$ cat config.mk
export PLATFORM = sky130hd
export DESIGN_NAME = mac_accumulator
export DESIGN_NICKNAME = d
export VERILOG_FILES = /design/src/rtl/mac_accumulator.sv
export SDC_FILE = /design/constraint.sdc
export NUM_CORES = 1
export LEC_CHECK = 0
export CAP_MARGIN = 40
export CORE_ASPECT_RATIO = 1.75
export CORE_UTILIZATION = 45
export DETAILED_ROUTE_END_ITERATION = 12
export PLACE_DENSITY = 0.81
export SLEW_MARGIN = 40
export SYNTH_ARGS = -nofsm -noshare
export SYNTH_HDL_FRONTEND = slang
export SYNTH_SLANG_ARGS = --single-unit
$ cat constraint.sdc
create_clock -name clk -period 7.3 [get_ports clk]
set_input_delay 1.46 -clock clk [delete_from_list [all_inputs] [get_ports clk]]
set_output_delay 1.46 -clock clk [all_outputs]
set_load 0.01 [all_outputs]
$ cat src/rtl/mac_accumulator.sv
// Dot-product accumulator: sums len unsigned 16-bit products into a saturating
// ACC_W-bit accumulator and presents the result on a valid/ready handshake.
module mac_accumulator #(
    parameter int unsigned ACC_W = 20,
    parameter int unsigned LEN_W = 8
) (
    input  logic             clk,
    input  logic             rst_n,
    input  logic             start,
    input  logic [LEN_W-1:0] len,
    input  logic             in_valid,
    input  logic [15:0]      prod,
    output logic             in_ready,
    output logic             out_valid,
    input  logic             out_ready,
    output logic [ACC_W-1:0] sum,
    output logic             sat,
    output logic             busy
);

    typedef enum logic [1:0] {
        IDLE = 2'd0,
        ACC  = 2'd1,
        DONE = 2'd2
    } state_t;

    state_t           state_q, state_d;
    logic [ACC_W-1:0] acc_q, acc_d;
    logic [LEN_W-1:0] cnt_q, cnt_d;
    logic             sat_q, sat_d;
    logic [ACC_W:0]   sum_ext;

    // One extra bit catches the carry out of the accumulator.
    assign sum_ext = {1'b0, acc_q} + {{(ACC_W + 1 - 16){1'b0}}, prod};

    always_ff @(posedge clk or negedge rst_n) begin
        if (!rst_n) begin
            state_q <= IDLE;
            acc_q   <= '0;
            cnt_q   <= '0;
            sat_q   <= 1'b0;
        end else begin
            state_q <= state_d;
            acc_q   <= acc_d;
            cnt_q   <= cnt_d;
            sat_q   <= sat_d;
        end
    end

    always_comb begin
        state_d = state_q;
        acc_d   = acc_q;
        cnt_d   = cnt_q;
        sat_d   = sat_q;

        unique case (state_q)
            IDLE: begin
                if (start) begin
                    acc_d = '0;
                    sat_d = 1'b0;
                    if (len != '0) begin
                        cnt_d   = len;
                        state_d = ACC;
                    end else begin
                        state_d = DONE;
                    end
                end
            end
            ACC: begin
                if (in_valid) begin
                    // Once saturated the accumulator pins at all-ones for the rest of the job.
                    if (sat_q || sum_ext[ACC_W]) begin
                        acc_d = '1;
                        sat_d = 1'b1;
                    end else begin
                        acc_d = sum_ext[ACC_W-1:0];
                    end
                    cnt_d = cnt_q - LEN_W'(1);
                    if (cnt_q == LEN_W'(1)) begin
                        state_d = DONE;
                    end
                end
            end
            DONE: begin
                if (out_ready) begin
                    state_d = IDLE;
                end
            end
            default: begin
                state_d = IDLE;
            end
        endcase
    end

    assign in_ready  = (state_q == ACC);
    assign out_valid = (state_q == DONE);
    assign busy      = (state_q != IDLE);
    assign sum       = acc_q;
    assign sat       = sat_q;

endmodule

== After elaboration in Yosys (flattened, before gate mapping) ==
Cells that the tools add are included.

* Equality and inequality tests: 9
* Reduce and logical (&&, ||, !) cells: 9
* Add/sub/neg operators: 2
* Muxes and demuxes: 18

{| class="wikitable"
|+ Operators by type and width
! kind !! count
|-
| 20-bit two-way mux || 3
|-
| 20-bit case mux with 2 select lines || 1
|-
| 8-bit two-way mux || 3
|-
| 20-bit by 16-bit adder with 21-bit output || 1
|-
| 8-bit case mux with 2 select lines || 1
|-
| 4-bit AND reduction || 3
|-
| 2-bit two-way mux || 5
|-
| 8-bit by 1-bit == test with 1-bit output (second input constant) || 1
|-
| 8-bit nonzero test || 1
|-
| 8-bit by 1-bit subtractor with 8-bit output (second input constant) || 1
|-
| 2-bit by 1-bit inequality test with 1-bit output (second input constant) || 3
|-
| 2-bit inequality test (second input constant) || 3
|-
| 2-bit case mux with 3 select lines || 1
|-
| 2-bit nonzero test || 2
|-
| 1-bit two-way mux || 3
|-
| 3-bit AND reduction || 1
|-
| 2-bit by 1-bit == test with 1-bit output (second input constant) || 1
|-
| 2-bit == test (second input constant) || 1
|-
| 2-bit logical NOT || 1
|-
| 1-bit case mux with 2 select lines || 1
|-
| 1-bit logical OR || 1
|}

* Register bits: 31
* Input port bits: 29
* Output and inout port bits: 24
* Logic and storage cells: 42

== Depth between registers and ports, before layout ==
* Depth in word-level cells: 5
* Mapped depth: 10
* Depth with buffers taken out: 9

== Worst setup path before layout ==
No wires, ideal clock.

* Path kind: input to register
* Start point: input prod[0]
* End point: register acc_q[10], in the netlist sum[10]
* Stages on the path: 9
* Library setup time: 0.126 ns
* Setup slack: 3.663 ns
* Path buffers: 0
* Arrival: 3.511 ns
* Required time: 7.174 ns
* Cell sequence: ha_1 -> fa_1 -> a211oi_2 -> o21bai_1 -> a21oi_4 -> o221ai_2 -> a41o_2 -> and2_4 -> a221o_1

* Longest elaborated chain between the ends: 5

{| class="wikitable"
|+ Ends and longest elaborated chain
! what !! line !! source
|-
| start: declaration || 12 || <nowiki>input logic [15:0] prod,</nowiki>
|-
| 20-bit by 16-bit adder with 21-bit output (*) || 34 || <nowiki>assign sum_ext = {1'b0, acc_q} + {{(ACC_W + 1 - 16){1'b0}}, prod};</nowiki>
|-
| 1-bit logical OR || 72 || <nowiki>if (sat_q || sum_ext[ACC_W]) begin</nowiki>
|-
| 20-bit two-way mux (*) || 72 ||
|-
| 20-bit two-way mux (*) || 70 || <nowiki>if (in_valid) begin</nowiki>
|-
| 20-bit case mux with 2 select lines (*) || 56 || <nowiki>unique case (state_q)</nowiki>
|-
| end signal: assignment || 39 || <nowiki>acc_q <= '0;</nowiki>
|-
| end signal: assignment || 44 || <nowiki>acc_q <= acc_d;</nowiki>
|-
| end: declaration || 28 || <nowiki>logic [ACC_W-1:0] acc_q, acc_d;</nowiki>
|}

Mark *: on every way between the ends. The rest lies on a longest branch, timed or not. The select of a mux whose other input is x is not followed.
A chain may end at the register's enable or synchronous reset.

== Worst setup path in the final report ==
* Start point: input prod[0]
* End point: register acc_q[14], in the netlist sum[14]

The elaborated chain is that of the path after synthesis.

==> results.json <==
{
  "crit_chain": "clkdlybuf4s50_1, ha_1, fa_1, a211oi_2, o21bai_1, a21oi_4, o221ai_2, a41o_2, and2_4, a221o_1",
  "crit_type": "in -> reg",
  "cts_setup_buffers": 0,
  "routed_wl_mm": 5.614,
  "async_flop_share_pct": 100.0,
  "htreeDepth": 2,
  "layoutNonFillerInstCount": 380,
  "core-area_mm2": 0.004935,
  "wl_per_cell_um": 14.77,
  "cts_resized": 0,
  "synth_top_area_share_pct": 33.82,
  "antenna_found_initial": 0,
  "fmax_mhz": 249.1,
  "reg2reg_depth": 9,
  "clk_pin_slew_ps": 60,
  "tightest_slew_ps": 697.6,
  "dp_hpwl_mm": 4.149,
  "synth_edf_count": 0,
  "diodes": 0,
  "place_inst": 372,
  "core.rowCount": 34,
  "rsz0062_at_grt": "false",
  "timing.rr.end": "sum[14]",
  "hold_ws_ps": 505.5,
  "yosysTopAreaCell": "dfrtp_1",
  "place_area_mm2": 0.002844,
  "antenna_left": 0,
  "die-width_um": 55.97,
  "synth_area_leaders": "dfrtp_1 34%, ha_1 9.8%, nand2_1 7.5%, o21ai_0 6.5%, a21oi_1 5.2%",
  "drcViolationCount": 0,
  "setup_tns_ps": 0,
  "synth.most_common_cell": "nand2_1",
  "synthDistinctLibCells": 53,
  "peakVddDrop_uv": 247.6,
  "status": "finished clean",
  "syn_inst": 273,
  "drive_above_1_share_pct": 6.442,
  "p_leak_nw": 1.327,
  "min_path_type": "reg -> reg",
  "syn_to_final_growth_pct": 28.37,
  "synth_common_cells": "46 x nand2_1, 31 x dfrtp_1, 30 x o21ai_0, 24 x a21oi_1",
  "worstHoldStart": "sum[0]",
  "clk_latency_ps": 280,
  "fillers": 463,
  "slowest_stage": "fa_1",
  "hold_buffers": 0,
  "overflow": 0,
  "worst_ep_required_time_ps": 7470,
  "fin_crit_sh_pct": 54.99,
  "cts_buffers": 5,
  "holdPathStages": 2,
  "grt_usage_pct": 22.78,
  "hold_path_end": "sum[0]",
  "portBuffers": 52,
  "cts_root_buffer": "clkbuf_8",
  "yosysSeqAreaShare_pct": 33.82,
  "io_pins": 53,
  "syn_area_per_cell_um2": 8.401,
  "synth-seq-cells": 31,
  "yosys_warnings": 0,
  "final_area_mm2": 0.002944,
  "syn_nets": 321,
  "max_stage_delay_ps": 440,
  "dr.pass1.iters": 4,
  "dieHeight_um": 96.44,
  "start_util_pct": 46.48,
  "crit_path_end_kind": "register",
  "arrival_ps": 4180,
  "path_max_fanout": 19,
  "cts_max_path_buffers": 2,
  "max_cap_violations": 0,
  "finalHoldViolCount": 0,
  "grt_start_max_net_pins": 32,
  "r2r-start": "sum[0]",
  "total_power_w": 0.001045,
  "vias_per_cell": 5.850,
  "yosys_most_used_dff": "dfrtp_1",
  "fin_skew_ps": 4.980,
  "drtIter0Drc": 62,
  "period_minus_slack_ps": 4014,
  "maxSlewHeadroom_pct": 53.06,
  "grt_first_pass_wirelength_mm": 9.708,
  "drv_slew": 0,
  "syn_area_mm2": 0.002293,
  "tritoncts": "done",
  "cp-start-kind": "primary input",
  "vias": 2223,
  "power.density_mw_per_mm2": 354.9,
  "regToRegSetupSlack_ps": 4480,
  "setup_violations": 0,
  "dieArea_mm2": 0.005397,
  "first_global_vias": 2286,
  "nets": 373,
  "finalWeightedCongestion": 0.8735,
  "clock-sinks": 31
}
==> worst max path at each step <==
stage | start | to | slack [ps] | cells after the start
detailed placement | prod[0] | sum[14] | 2990 | 10
global route | prod[0] | sum[10] | 3130 | 10
CTS | prod[0] | sum[14] | 3280 | 10
finish | prod[0] | sum[14] | 3290 | 10
floorplan | prod[0] | sum[10] | 3660 | 9
global placement | prod[0] | sum[14] | 3040 | 10
==> cells in the final DEF, fill, tap and decap left out, types with 2 or more instances in the layout <==
cell type and count:
and2_1 2, o211ai_1 2, xnor2_1 7, clkdlybuf4s50_1 52, o21ai_1 3, o21bai_1 4
nand2b_1 3, o31ai_1 2, nor2b_1 2, nand2_1 46, nand3_1 8, nor2_1 18
nor3_1 2, a221o_1 2, a21oi_1 24, clkbuf_8 7, a31o_2 2, nor4_1 5
o21ai_0 30, a211oi_1 3, inv_1 10, ha_1 18, a22oi_1 2, a211oi_2 2
a21o_1 5, o32ai_1 2, xor2_1 5, dfrtp_1 31
==> sequential cells by signal (all words and copies together) (netlist names) <==
| signal | cells |
|---|---|
| cnt_q | 8 |
| state_q | 2 |
| sat | 1 |
| sum | 20 |
==> power breakdown <==
part	switching, W	internal [W]
clock	0.0000636	0.0000860
combinational	0.000324	0.000271
sequential	0.0000652	0.000235
==> per-layer routing <==
layer / share of wire (%) / wire (um) / track usage, % / up-vias
met2: 55 / 3092 / 44.25 / 62
met5: 0 / 0 / 0 / -
li1: - / - / - / 1095
met3: 4.5 / 255 / 4.261 / 15
met1: 38 / 2112 / 22.78 / 1051
met4: 2.7 / 153 / 11.59 / 0
==> cells by family after synthesis <==
group           synth area share, %
xor+xnor                      4.583
flops                         33.82
buf+inv                       3.765
compound gates                26.84
fa+ha+maj                     10.69
simple gates                  19.37
mux                          0.9274
==> cell type report <==
| type | count | area (um2) | area share (%) |
|---|---|---|---|
| Multi-Input combinational cell | 224 | 1435 | 48.75 |
| Sequential cell | 31 | 775.7 | 26.35 |
| Timing Repair Buffer | 53 | 528.0 | 17.93 |
| Clock buffer | 8 | 100.1 | 3.400 |
| Tap cell | 54 | 67.56 | 2.295 |
| Inverter | 10 | 37.54 | 1.275 |
==> through the flow <==
step | util [%] | setup slack, ps
floorplan | - | 3663
global placement | 57.56 | 3037
detailed placement | 57.63 | 2994
CTS | 59.66 | 3280
global route | 59.66 | 3133
finish | 59.66 | 3286
==> worst max-delay path: cells and delay by family <==
kind	cells	cell delay, ps
AOI/OAI and AO/OA	6	1430
buffers and inverters	1	410
adders and majority gates	2	680
and+or+nand+nor	1	210
No activity file was read; power rests on OpenSTA's default activity.
